**src/rtl/pll_pkg.sv**
```systemverilog
// Shared PLL definitions: lock-detector state encoding, PLL-wide default
// constants and the sampled-clock rising-edge helper.
package pll_pkg;

    typedef enum logic [1:0] {
        WAIT_FIRST,
        ACQUIRING,
        LOCKED,
        SLIPPING
    } lock_state_t;

    localparam int PLL_DIV_RATIO = 16;

    function automatic logic rise_detect(input logic cur, input logic prev);
        return cur & ~prev;
    endfunction

endpackage

```
**src/rtl/pll_window_counter.sv**
```systemverilog
// Edge detection on the sampled reference/output clocks and per-window edge
// counting; flags window open/close and presents the closing edge count.
module pll_window_counter
    import pll_pkg::*;
#(
    parameter int WINDOW_REF_CYCLES = 4,
    parameter int COUNT_W           = 16
) (
    input  logic               clk,
    input  logic               reset,
    input  logic               reference_clk_digital,
    input  logic               output_clk_digital,
    input  logic               window_active,
    output logic               window_open,
    output logic               window_close,
    output logic [COUNT_W-1:0] close_count
);

    localparam int REF_W = $clog2(WINDOW_REF_CYCLES + 1);
    localparam logic [REF_W-1:0] REF_LAST = REF_W'(WINDOW_REF_CYCLES - 1);

    logic               ref_p0;
    logic               out_p0;
    logic               ref_rise;
    logic               out_rise;
    logic [REF_W-1:0]   ref_cnt;
    logic [COUNT_W-1:0] out_cnt;
    logic [COUNT_W-1:0] out_next;

    function automatic logic [COUNT_W-1:0] sat_inc(input logic [COUNT_W-1:0] v);
        return (&v) ? v : v + 1'b1;
    endfunction

    // An output edge on the closing reference edge belongs to the closing window.
    always_comb begin
        ref_rise     = rise_detect(reference_clk_digital, ref_p0);
        out_rise     = rise_detect(output_clk_digital, out_p0);
        window_open  = ~window_active & ref_rise;
        window_close = window_active & ref_rise & (ref_cnt == REF_LAST);
        out_next     = out_rise ? sat_inc(out_cnt) : out_cnt;
        close_count  = out_next;
    end

    // Stage p0: registered samples and edge counters
    always_ff @(posedge clk or negedge reset) begin
        if (!reset) begin
            ref_p0  <= 1'b0;
            out_p0  <= 1'b0;
            ref_cnt <= '0;
            out_cnt <= '0;
        end else begin
            ref_p0 <= reference_clk_digital;
            out_p0 <= output_clk_digital;
            if (window_open || window_close) begin
                ref_cnt <= '0;
                out_cnt <= '0;
            end else if (window_active) begin
                if (ref_rise) begin
                    ref_cnt <= ref_cnt + 1'b1;
                end
                out_cnt <= out_next;
            end
        end
    end

endmodule

```
**src/rtl/pll_lock_detector.sv**
```systemverilog
// PLL frequency-lock observer: compares output edges per reference window to
// the divide ratio and debounces the result into a lock flag.
module pll_lock_detector
    import pll_pkg::*;
#(
    parameter int DIV_RATIO         = PLL_DIV_RATIO,
    parameter int WINDOW_REF_CYCLES = 4,
    parameter int TOL               = 2,
    parameter int LOCK_WINDOWS      = 3,
    parameter int UNLOCK_WINDOWS    = 2,
    parameter int COUNT_W           = 16
) (
    input  logic             clk,
    input  logic             reset,
    input  logic             reference_clk_digital,
    input  logic             output_clk_digital,
    output logic             lock_digital,
    output logic             lost_lock_digital,
    output logic             window_done_digital,
    output logic [COUNT_W:0] freq_error_real
);

    localparam logic signed [COUNT_W:0] EXPECTED = (COUNT_W + 1)'(DIV_RATIO * WINDOW_REF_CYCLES);
    localparam logic signed [COUNT_W:0] TOL_S    = (COUNT_W + 1)'(TOL);
    localparam logic [7:0] LOCK_N   = 8'(LOCK_WINDOWS);
    localparam logic [7:0] UNLOCK_N = 8'(UNLOCK_WINDOWS);

    lock_state_t        state;
    lock_state_t        state_next;
    logic [7:0]         good_cnt;
    logic [7:0]         good_next;
    logic [7:0]         bad_cnt;
    logic [7:0]         bad_next;
    logic               lost_next;
    logic               window_active;
    logic               window_open;
    logic               window_close;
    logic [COUNT_W-1:0] close_count;
    logic signed [COUNT_W:0] err;
    logic               good_window;

    function automatic logic signed [COUNT_W:0] freq_err(input logic [COUNT_W-1:0] count);
        return $signed({1'b0, count}) - EXPECTED;
    endfunction

    function automatic logic within_tol(input logic signed [COUNT_W:0] e);
        return (e >= -TOL_S) && (e <= TOL_S);
    endfunction

    pll_window_counter #(
        .WINDOW_REF_CYCLES(WINDOW_REF_CYCLES),
        .COUNT_W          (COUNT_W)
    ) u_window_counter (
        .clk                  (clk),
        .reset                (reset),
        .reference_clk_digital(reference_clk_digital),
        .output_clk_digital   (output_clk_digital),
        .window_active        (window_active),
        .window_open          (window_open),
        .window_close         (window_close),
        .close_count          (close_count)
    );

    assign window_active = (state != WAIT_FIRST);
    assign err           = freq_err(close_count);
    assign good_window   = within_tol(err);

    // Stage p1: state, debounce counters and registered window results
    always_ff @(posedge clk or negedge reset) begin
        if (!reset) begin
            state               <= WAIT_FIRST;
            good_cnt            <= '0;
            bad_cnt             <= '0;
            lost_lock_digital   <= 1'b0;
            window_done_digital <= 1'b0;
            freq_error_real     <= '0;
        end else begin
            state               <= state_next;
            good_cnt            <= good_next;
            bad_cnt             <= bad_next;
            lost_lock_digital   <= lost_next;
            window_done_digital <= window_close;
            if (window_close) begin
                freq_error_real <= err;
            end
        end
    end

    always_comb begin
        state_next = state;
        good_next  = good_cnt;
        bad_next   = bad_cnt;
        lost_next  = 1'b0;
        case (state)
            WAIT_FIRST: begin
                good_next = '0;
                bad_next  = '0;
                if (window_open) begin
                    state_next = ACQUIRING;
                end
            end
            ACQUIRING: begin
                if (window_close) begin
                    if (!good_window) begin
                        good_next = '0;
                    end else if (good_cnt + 8'd1 >= LOCK_N) begin
                        state_next = LOCKED;
                        good_next  = '0;
                    end else begin
                        good_next = good_cnt + 8'd1;
                    end
                end
            end
            LOCKED: begin
                if (window_close && !good_window) begin
                    if (UNLOCK_N <= 8'd1) begin
                        state_next = ACQUIRING;
                        lost_next  = 1'b1;
                        good_next  = '0;
                        bad_next   = '0;
                    end else begin
                        state_next = SLIPPING;
                        bad_next   = 8'd1;
                    end
                end
            end
            SLIPPING: begin
                if (window_close) begin
                    if (good_window) begin
                        state_next = LOCKED;
                        bad_next   = '0;
                    end else if (bad_cnt + 8'd1 >= UNLOCK_N) begin
                        state_next = ACQUIRING;
                        lost_next  = 1'b1;
                        good_next  = '0;
                        bad_next   = '0;
                    end else begin
                        bad_next = bad_cnt + 8'd1;
                    end
                end
            end
            default: state_next = WAIT_FIRST;
        endcase
    end

    // Lock is held through SLIPPING so a single bad window does not drop it.
    always_comb begin
        lock_digital = (state == LOCKED) || (state == SLIPPING);
    end

endmodule

```
**config.mk**
```make
export PLATFORM = sky130hd
export DESIGN_NAME = pll_lock_detector
export DESIGN_NICKNAME = d
export VERILOG_FILES = /design/src/rtl/pll_pkg.sv /design/src/rtl/pll_window_counter.sv /design/src/rtl/pll_lock_detector.sv
export SDC_FILE = /design/constraint.sdc
export NUM_CORES = 1
export LEC_CHECK = 0
export BUFFER_PORTS_ARGS = -buffer_cell sky130_fd_sc_hd__buf_2
export CORE_MARGIN = 4
export CORE_UTILIZATION = 60
export DETAILED_ROUTE_END_ITERATION = 6
export GPL_ROUTABILITY_DRIVEN = 0
export GPL_TIMING_DRIVEN = 0
export PLACE_DENSITY_LB_ADDON = 0.25
export RECOVER_POWER = 100
export SLEW_MARGIN = 15
export SYNTH_ARGS = -nofsm -noshare
export SYNTH_HDL_FRONTEND = slang
export SYNTH_SLANG_ARGS = --single-unit
```
**constraint.sdc**
```tcl
create_clock -name clk -period 9.8 [get_ports clk]
set_input_delay 0.98 -clock clk [delete_from_list [all_inputs] [get_ports clk]]
set_output_delay 0.98 -clock clk [all_outputs]
set_load 0.1 [all_outputs]
```
# Yosys cells after proc, flatten, opt, wreduce, memory -nomap -nowiden
# Cells that the tools add are included.
[totals]
reg_bits = 58
output_inout_bits = 20
[classes]
addsub = 5
order_cmp = 4
eq_ne = 13
muxes = 32
n_bitwise = 8
n_reduce_logical = 16
[ops]
columns = ["operator", "n"]
rows = [
  ["2-to-1 mux 8 bit", 10],
  ["2-to-1 mux 16 bit", 4],
  ["case mux 8 bit (3 select lines)", 2],
  [">= comparator 17 x 2 -> 1 bit, second input constant", 1],
  ["<= comparator 17 x 3 -> 1 bit, second input constant", 1],
  ["subtractor 16 x 7 -> 17 bit, second input constant", 1],
  ["adder 16 x 1 -> 16 bit, second input constant", 1],
  ["adder 8 x 1 -> 8 bit, second input constant", 2],
  [">= comparator 8 x 2 -> 1 bit, second input constant", 2],
  ["2-to-1 mux 2 bit", 8],
  ["AND reduction 16 bit", 1],
  ["!= test 2 bit, second input constant", 5],
  ["2-to-1 mux 3 bit", 3],
  ["case mux 2 bit (4 select lines)", 1],
  ["AND reduction 7 bit", 1],
  ["!= test 2 x 1 -> 1 bit, second input constant", 3],
  ["nonzero test 2 bit", 3],
  ["nonzero test 3 bit", 2],
  ["AND 1 bit", 5],
  ["AND reduction 5 bit", 1],
  ["equality test 2 bit, second input constant", 2],
  ["2-to-1 mux 1 bit", 4],
  ["adder 3 x 1 -> 3 bit, second input constant", 1],
  ["equality test 3 x 2 -> 1 bit, second input constant", 1],
  ["other kinds (9)", 13],
]

# Logic depth before layout (Yosys ltp)
# Gate-level depths: netlist of run 1.
[depth]
ltp_word = 10
depth_mapped = 16

# Cells and area by module
# A second synthesis of run 1 with hierarchy kept.
[unflattened]
cells_unflattened = 372
area_unflattened_um2 = 3588.4
[modules_own_cells]
columns = ["module", "instances", "cells_per_inst", "area_each_um2", "seq_area_each_um2"]
rows = [
  ["pll_lock_detector", 1, 187, 1928.1, 925.9],
  ["pll_window_counter", 1, 185, 1660.3, 525.5],
]

# Worst setup path after synthesis of run 1
# OpenSTA, ideal clock, no wires.
[synth_timing]
path_kind = "reg-to-reg"
startpoint = "reg u_window_counter.out_cnt[0]"
endpoint = "reg bad_cnt[1]"
t_arrival_ps = 4059
setup_slack_ps = 5674
stages_incl_launch_ff = 16
synth_period_minus_slack_ps = 4126
path_cell_list = "dfrtp_1 -> ha_1 -> nand4_1 -> nor4_1 -> nor3_1 -> and3_1 -> xnor2_1 -> ha_1 -> inv_1 -> nor4_1 -> nand4_1 -> nor2b_1 -> or4_4 -> o21ai_4 -> a211o_4 -> and3_1"
[synth_via]
elab_chain_len = 10
word_cells_on_any_way = 15
[synth_rtl]
columns = ["item", "line_no", "text"]
rows = [
  ["start, declared", "pll_window_counter.sv:27", "logic [COUNT_W-1:0] out_cnt;"],
  ["start signal, assigned", "pll_window_counter.sv:61", "out_cnt <= out_next;"],
  ["adder 16 x 1 -> 16 bit / AND reduction 16 bit (equally long branches)", "pll_window_counter.sv:31", "return (&v) ? v : v + 1'b1;"],
  ["2-to-1 mux 16 bit", "pll_window_counter.sv:31", ""],
  ["2-to-1 mux 16 bit (*)", "pll_window_counter.sv:40", "out_next = out_rise ? sat_inc(out_cnt) : out_cnt;"],
  ["subtractor 16 x 7 -> 17 bit (*)", "pll_lock_detector.sv:43", "return $signed({1'b0, count}) - EXPECTED;"],
  [">= comparator 17 x 2 -> 1 bit / <= comparator 17 x 3 -> 1 bit (equally long branches)", "pll_lock_detector.sv:47", "return (e >= -TOL_S) && (e <= TOL_S);"],
  ["logical AND 1 bit (*)", "pll_lock_detector.sv:47", ""],
  ["logical NOT 1 bit", "pll_lock_detector.sv:115", "if (window_close && !good_window) begin"],
  ["logical AND 1 bit", "pll_lock_detector.sv:115", ""],
  ["!= test 2 bit (no source line)", "n/a", ""],
  ["AND reduction 3 bit (no source line)", "n/a", ""],
  ["end signal, assigned", "pll_lock_detector.sv:80", "bad_cnt <= bad_next;"],
  ["end, declared", "pll_lock_detector.sv:32", "logic [7:0] bad_cnt;"],
]
# Mark *: on every way between the ends. The rest lies on a longest branch, timed or not. The select of a mux whose other input is x is not followed.
# A chain may end at the register's enable or synchronous reset.

# Final worst setup path of run 1
[layout_timing]
startpoint = "reg u_window_counter.out_cnt[0]"
endpoint = "reg bad_cnt[6]"
# The elaborated chain is that of the path after synthesis.

==> results of run 1 <==
==> final cells by class <==
type / instances / share of cell area (%)
Multi-Input combinational cell: 294 / 48.44
Sequential cell: 58 / 38.54
Clock buffer: 9 / 3.289
Tap cell: 72 / 2.392
Timing Repair Buffer: 23 / 2.292
Clock inverter: 7 / 2.060
Buffer: 17 / 1.794
Inverter: 12 / 1.196
==> through the flow <==
| stage | total power, W | utilization [%] | setup slack, ps |
|---|---|---|---|
| after floorplan | 0.0007267 | - | 5674 |
| after global placement | 0.0008049 | 65.74 | 4730 |
| after detailed placement | 0.0008149 | 65.79 | 4666 |
| after CTS | 0.001043 | 69.42 | 4629 |
| after global routing | 0.001081 | 67.98 | 3517 |
| final | 0.001030 | 67.98 | 4021 |
==> flip-flops by register name, indices dropped and copies added, names as in the netlist <==
signal,flops
u_window_counter.out_cnt,16
u_window_counter.ref_p0,1
lost_lock_digital,1
window_done_digital,1
good_cnt,8
state,2
u_window_counter.ref_cnt,3
freq_error_real,17
bad_cnt,8
u_window_counter.out_p0,1
==> tightest hold or removal path: stages (launching register included) <==
cell and delay, ps:
dfrtp_1 350, nand2_1 50, nand2_1 50
==> power by group <==
part | total, W | switching [W] | internal (W)
combinational | 0.000468 | 0.000377 | 0.0000905
sequential | 0.000335 | 0.0000422 | 0.000292
clock | 0.000228 | 0.000109 | 0.000119
==> per-layer routing <==
layer	wire, µm	vias up	GRT usage, %	share of wire, %
met5	0	-	0	0
met4	245	0	11.55	3.0
met3	451	26	5.627	5.6
met2	3797	87	38.68	47
met1	3568	1454	31.67	44
li1	-	1459	-	-
==> cells in the mapped netlist (all sizes together), types with 10 or more instances <==
master	count	share of area, %
inv	12	1.3
nor2b	10	1.8
nor2	21	2.3
a21oi	11	1.6
and3	12	2.3
xnor2	10	2.5
o21ai	37	5.7
nand2	56	6.1
dfrtp	58	42
nor3	10	1.5
nor4	10	1.8
nand3	17	2.5
clkbuf	13	1.4
==> worst max path at each step <==
stage / startpoint / endpoint / slack, ps
finish: u_window_counter.out_cnt[0] / bad_cnt[6] / 4020
global route: u_window_counter.out_cnt[0] / bad_cnt[1] / 3520
CTS: u_window_counter.out_cnt[0] / bad_cnt[6] / 4630
detailed placement: u_window_counter.out_cnt[0] / bad_cnt[6] / 4670
global placement: u_window_counter.out_cnt[0] / bad_cnt[2] / 4730
floorplan: u_window_counter.out_cnt[0] / bad_cnt[1] / 5670
==> kinds of logic after synthesis <==
group,share of synthesized area (%)
multiplexers,2.148
adder cells (fa/ha/maj),3.276
buffers and inverters,3.313
flip-flops,42.23
AO/OA/AOI/OAI,16.64
AND/OR/NAND/NOR,28.61
XOR/XNOR,3.786
==> flow_metrics.py, run 1 <==
metrics = {
    "grt": {
        "antenna_found_initial": 0,
        "grt_max_degree": 59,
        "grt_pass1_vias": 2923,
        "grt_first_pass_wirelength_um": 13880,
        "gr-total-overflow": 0,
        "grt.total_usage_pct": 24.45,
    },
    "synth": {
        "ys_types": 59,
        "syn_nets": 394,
        "synth-main-ff-cell": "dfrtp_1",
        "synthCells": 381,
        "async_reset_ff_share_pct": 100.0,
        "avgSynthCellArea_um2": 9.021,
        "ys_ff_latch": 58,
        "yosysSeqAreaShare_pct": 42.23,
        "synth_edf_count": 0,
        "syn_area_um2": 3437,
        "yosys_warnings": 0,
    },
    "sta": {
        "max_clock_freq_ghz": 0.1730,
        "fin_crit_ps": 5779,
        "setup-tns-final_ps": 0,
        "period_share_pct": 58.97,
        "slew_viol_final": 59,
        "slew_headroom_pct": -97.81,
        "finClkSkew_ps": 10.74,
        "setup_viol": 0,
        "rsz0062_at_grt": "no",
        "worstMarginPinSlew_ps": 2967,
        "finalHoldWorstSlack_ps": 483.2,
        "hold_viol": 0,
    },
    "worst_setup_path": {
        "worstPathRequired_ps": 10090,
        "r2r_setup_slack_ps": 4020,
        "crit_buf_inv": 1,
        "crit_type": "flip-flop to flip-flop",
        "critPathTopFamily": "simple AND/OR/NAND/NOR gates",
        "cpPeakStageDelay_ps": 820,
        "slowest_stage": "nor4_1",
        "worst_setup_path_end_kind": "flip-flop",
        "path_cells": "ha_1 -> nand4_1 -> nor4_1 -> nor3_1 -> and3_1 -> xnor2_1 -> ha_1 -> inv_1 -> nor4_1 -> nand4_1 -> nor2b_1 -> or4_1 -> o21ai_0 -> a211o_4 -> and3_1",
        "path_max_fanout": 10,
        "r2r_start": "u_window_counter.out_cnt[0]",
        "startpoint_type": "flip-flop",
        "cp.depth": 15,
        "reg2regPathDepth": 15,
        "critPathArrivalTime_ps": 6070,
        "regToRegEndpoint": "bad_cnt[6]",
    },
    "clock_network": {
        "htree_levels": 3,
        "cts-root-buf": "clkbuf_8",
        "clk-insertion-delay-late_ps": 350,
        "cts_setup_buffers": 0,
        "clk_pin_slew_worst_paths_ps": 80,
        "cts_tree": "done",
        "post_cts_resized": 0,
        "cts_hold_buffers": 0,
        "cts_buffers": 9,
        "cts_buffer_depth": 2,
        "numClockSinks": 58,
    },
    "finish": {
        "regArea_um2": 1451,
        "layoutNonFillerInstCount": 492,
        "final_common_cell": "dfrtp_1",
        "synthToLayoutAreaGrowth_pct": 9.574,
        "drive_gt1_share_pct": 7.857,
        "multi_input_area_um2": 1824,
        "n_fill_cell": 481,
        "final_cell_area_um2": 3766,
        "diodes": 0,
        "nets": 428,
        "mostFrequentLayoutCells": "58 x dfrtp_1, 56 x nand2_1, 37 x clkbuf_1, 37 x o21ai_0, 21 x nor2_1",
    },
    "floorplanning": {
        "die-area_um2": 7003,
        "fp-row-count": 27,
        "die_w_um": 83.69,
        "initial_core_util_pct": 62.04,
        "io_pins": 24,
        "design.core.area_um2": 5540,
        "die_h_um": 83.69,
    },
    "hold_path": {
        "hold_class": "flip-flop to flip-flop",
        "min_path_cells": 2,
        "min-delay-start": "freq_error_real[11]",
        "worstHoldEndpoint": "freq_error_real[11]",
    },
    "detailed_routing": {
        "drt-initial-drc-count": 182,
        "vias": 3026,
        "wl_per_cell_um": 16.39,
        "dr.pass1.iters": 4,
        "routed_wl_um": 8063,
        "postRouteAntennaNets": 0,
        "drc": 0,
        "post_drt_via_cell_ratio": 6.150,
    },
    "place": {
        "dp_cells": 476,
        "postPlaceCellArea_um2": 3645,
        "io_buffers": 23,
        "dp_hpwl_um": 5733,
    },
    "run_status": {
        "status": "complete, but fails checks",
        "violations": "max-capacitance violations, max-slew violations",
    },
    "pwr": {
        "vdd_drop_max_v": 0.0001820,
        "p_per_area_nw_per_um2": 273.6,
        "leakagePower_nw": 1.604,
    },
    "job": {
        "drv_cap": 1,
    },
}
Note: power is estimated with default switching activity, not from simulation.
==> run 2, diff against run 1 <==
--- a/config.mk
+++ b/config.mk
@@ -5,9 +5,10 @@
 export SDC_FILE = /design/constraint.sdc
 export NUM_CORES = 1
 export LEC_CHECK = 0
+export ABC_AREA = 1
 export BUFFER_PORTS_ARGS = -buffer_cell sky130_fd_sc_hd__buf_2
 export CORE_MARGIN = 4
-export CORE_UTILIZATION = 60
+export CORE_UTILIZATION = 54
 export DETAILED_ROUTE_END_ITERATION = 6
 export GPL_ROUTABILITY_DRIVEN = 0
 export GPL_TIMING_DRIVEN = 0
==> constraint.sdc (replaced) <==
create_clock -name clk -period 5 [get_ports clk]
set_input_delay 0.5 -clock clk [delete_from_list [all_inputs] [get_ports clk]]
set_output_delay 0.5 -clock clk [all_outputs]
set_load 0.1 [all_outputs]
==> run 2 against run 1 <==
Against the previous run:
- the flow still finishes with violations (max-capacitance violations, max-slew violations)
- non-clock buffer count fell by 10
- largest power group unchanged
- combinational power grew 140%
- design area is 2.2% lower
- critical endpoint is now bad_cnt[0]
- via count shrank 3.3%
- worst setup slack got worse by 2700 ps
==> flow_metrics.py, run 2 <==
metrics = {
    "detailed_routing": {
        "drt-initial-drc-count": 125,
        "drc": 0,
        "post_drt_via_cell_ratio": 5.253,
        "dr.pass1.iters": 4,
        "routed_wl_um": 7469,
        "vias": 2926,
        "postRouteAntennaNets": 0,
        "wl_per_cell_um": 13.41,
    },
    "hold_path": {
        "min_path_cells": 1,
        "worstHoldEndpoint": "u_window_counter.ref_p0",
        "hold_class": "input pin to flip-flop",
        "min-delay-start": "reference_clk_digital",
    },
    "grt": {
        "grt_pass1_vias": 2860,
        "grt_max_degree": 59,
        "grt.total_usage_pct": 21.95,
        "grt_first_pass_wirelength_um": 12900,
        "antenna_found_initial": 0,
        "gr-total-overflow": 0,
    },
    "synth": {
        "yosysMostFrequentCell": "nand2_1",
        "ys_types": 35,
        "avgSynthCellArea_um2": 7.533,
        "syn_area_um2": 3337,
        "synth_edf_count": 0,
        "synth-main-ff-cell": "dfrtp_1",
        "ys_top_cells_by_area": "dfrtp_1 43%, nand2_1 13%, inv_1 6.9%, nand3_1 5.5%, o21ai_0 4.9%",
        "yosysSeqAreaShare_pct": 43.49,
        "syn_nets": 456,
        "yosys_warnings": 0,
        "yosys-top-cells-count": "112 x nand2_1, 61 x inv_1, 58 x dfrtp_1, 40 x nor2_1, 37 x nand3_1",
        "synth_top_area_share_pct": 43.49,
        "async_reset_ff_share_pct": 100.0,
        "ys_ff_latch": 58,
        "synth_area_leader_cell": "dfrtp_1",
        "synthCells": 443,
    },
    "pwr": {
        "p_sw_w": 0.001208,
        "comb_power_share_pct": 49.2,
        "swShare_pct": 52.31,
        "leakagePower_nw": 1.801,
        "p_per_area_nw_per_um2": 626.9,
        "p_seq_share_pct": 29.8,
        "clkPwrFrac_pct": 21.0,
        "vdd_drop_max_v": 0.0006083,
        "p_int_w": 0.001101,
    },
    "run_status": {
        "violations": "max-capacitance violations, max-slew violations",
        "status": "complete, but fails checks",
    },
    "worst_setup_path": {
        "r2r_start": "u_window_counter.out_cnt[0]",
        "path_max_fanout": 8,
        "r2r_setup_slack_ps": 1300,
        "worst_setup_path_end_kind": "flip-flop",
        "reg2regPathDepth": 23,
        "crit_type": "flip-flop to flip-flop",
        "startpoint_type": "flip-flop",
        "regToRegEndpoint": "bad_cnt[0]",
        "worstPathRequired_ps": 5280,
        "critPathArrivalTime_ps": 3990,
    },
    "place": {
        "io_buffers": 23,
        "dp_hpwl_um": 5531,
        "dp_slack_ps": 1860,
    },
    "sta": {
        "hold_viol": 0,
        "finalHoldWorstSlack_ps": 276.2,
        "setup_viol": 0,
        "finClkSkew_ps": 12.13,
        "fin_crit_ps": 3704,
        "worstMarginPinSlew_ps": 3096,
        "slew_viol_final": 59,
        "rsz0062_at_grt": "no",
        "period_share_pct": 74.08,
        "setup-tns-final_ps": 0,
        "slew_headroom_pct": -106.4,
        "finalWorstSetupSlack_ps": 1296,
        "max_clock_freq_ghz": 0.2700,
    },
    "clock_network": {
        "post_cts_resized": 0,
        "cts_hold_buffers": 0,
        "cts-root-buf": "clkbuf_8",
        "clk-insertion-delay-late_ps": 350,
        "htree_levels": 3,
        "numClockSinks": 58,
        "clk_pin_slew_worst_paths_ps": 70,
        "cts_buffers": 9,
        "cts_setup_buffers": 0,
        "cts_buffer_depth": 2,
        "cts_tree": "done",
    },
    "finish": {
        "nets": 490,
        "reg.largest.list": "freq_error_real: 17 flops, u_window_counter.out_cnt: 16 flops",
        "utilization_pct": 61.85,
        "diodes": 0,
        "synthToLayoutAreaGrowth_pct": 10.39,
        "final_common_cell": "nand2_1",
        "drive_gt1_share_pct": 7.676,
        "largest_reg_flops": 17,
        "mostFrequentLayoutCells": "115 x nand2_1, 64 x inv_1, 58 x dfrtp_1",
        "regMostFlops": "freq_error_real",
    },
    "floorplanning": {
        "die_w_um": 86.61,
        "initial_core_util_pct": 56.03,
        "die-area_um2": 7501,
        "fp-row-count": 28,
        "io_pins": 24,
        "design.core.area_um2": 5956,
        "die_h_um": 86.61,
    },
    "job": {
        "drv_cap": 1,
    },
}
run 2: through the flow:
step	instance area (µm²)	total power (W)	std cells
2_1_floorplan	3337	0.001646	443
3_5_place_dp	3548	0.001878	541
5_1_grt	3684	0.002458	557
6_report	3684	0.002309	557
3_3_place_gp	3546	0.001852	541
4_1_cts	3767	0.002364	557
run 2: worst max path at each step:
stage	cells after the start	slack (ps)	start	to
finish	23	1300	u_window_counter.out_cnt[0]	bad_cnt[0]
global placement	21	1870	output_clk_digital	state[1]
detailed placement	21	1860	output_clk_digital	state[1]
CTS	23	1850	u_window_counter.out_cnt[1]	state[1]
floorplan	22	2270	u_window_counter.out_cnt[0]	state[1]
global route	23	910	u_window_counter.out_cnt[0]	bad_cnt[0]
run 2: power groups by stage:
stage          Sequential (W)  Combinational (W)  Clock [W]
6_report             0.000689            0.00114   0.000484
5_1_grt              0.000707            0.00125   0.000505
4_1_cts              0.000688            0.00119   0.000487
3_5_place_dp         0.000696            0.00118          0
3_3_place_gp         0.000691            0.00116          0
2_1_floorplan         0.00115           0.000495          0
run 2: critical path, stage by stage, from the launching register on:
cell and delay (ps):
dfrtp_1 410, ha_1 240, nand3_1 190, inv_1 110
nand2_1 180, nor2_1 110, o21ai_0 210, nand2_2 120
inv_1 120, ha_1 220, nand2_1 70, nor2_1 330
inv_1 110, nand2_1 120, nor2_1 50, nand2_1 90
nor2_1 50, nand3_1 140, nand3_1 140, nand2_1 120
nand3_1 120, inv_1 230, nand2_1 80, nand2_1 60
run 2: layout make-up:
cell class                 instances  area, µm²
timing repair buffer              23      87.58
tap                               75      93.84
fill                             557       2272
multi-input combinational        312       1556
sequential                        58       1451
inverter                          66      247.7
buffer                             7      27.53
clock buffer                      11      141.4
clock inverter                     5      77.57
run 2: metal layers:
layer,vias up,wire length [µm],GRT usage [%]
met1,1356,3547,29.38
met4,0,182,11.05
met5,-,0,0
met2,59,3462,34.63
li1,1493,-,-
met3,18,276,3.327
run 2: kinds of logic (layout without fill, tap and decap cells):
family	after synthesis	after routing	synth area share (%)
buffers and inverters	73	112	8.287
adders and majority gates	9	9	3.375
AOI/OAI and AO/OA	61	61	10.35
DFF	58	58	43.49
and+or+nand+nor	236	236	32.92
xor gates and xnor gates	6	6	1.575
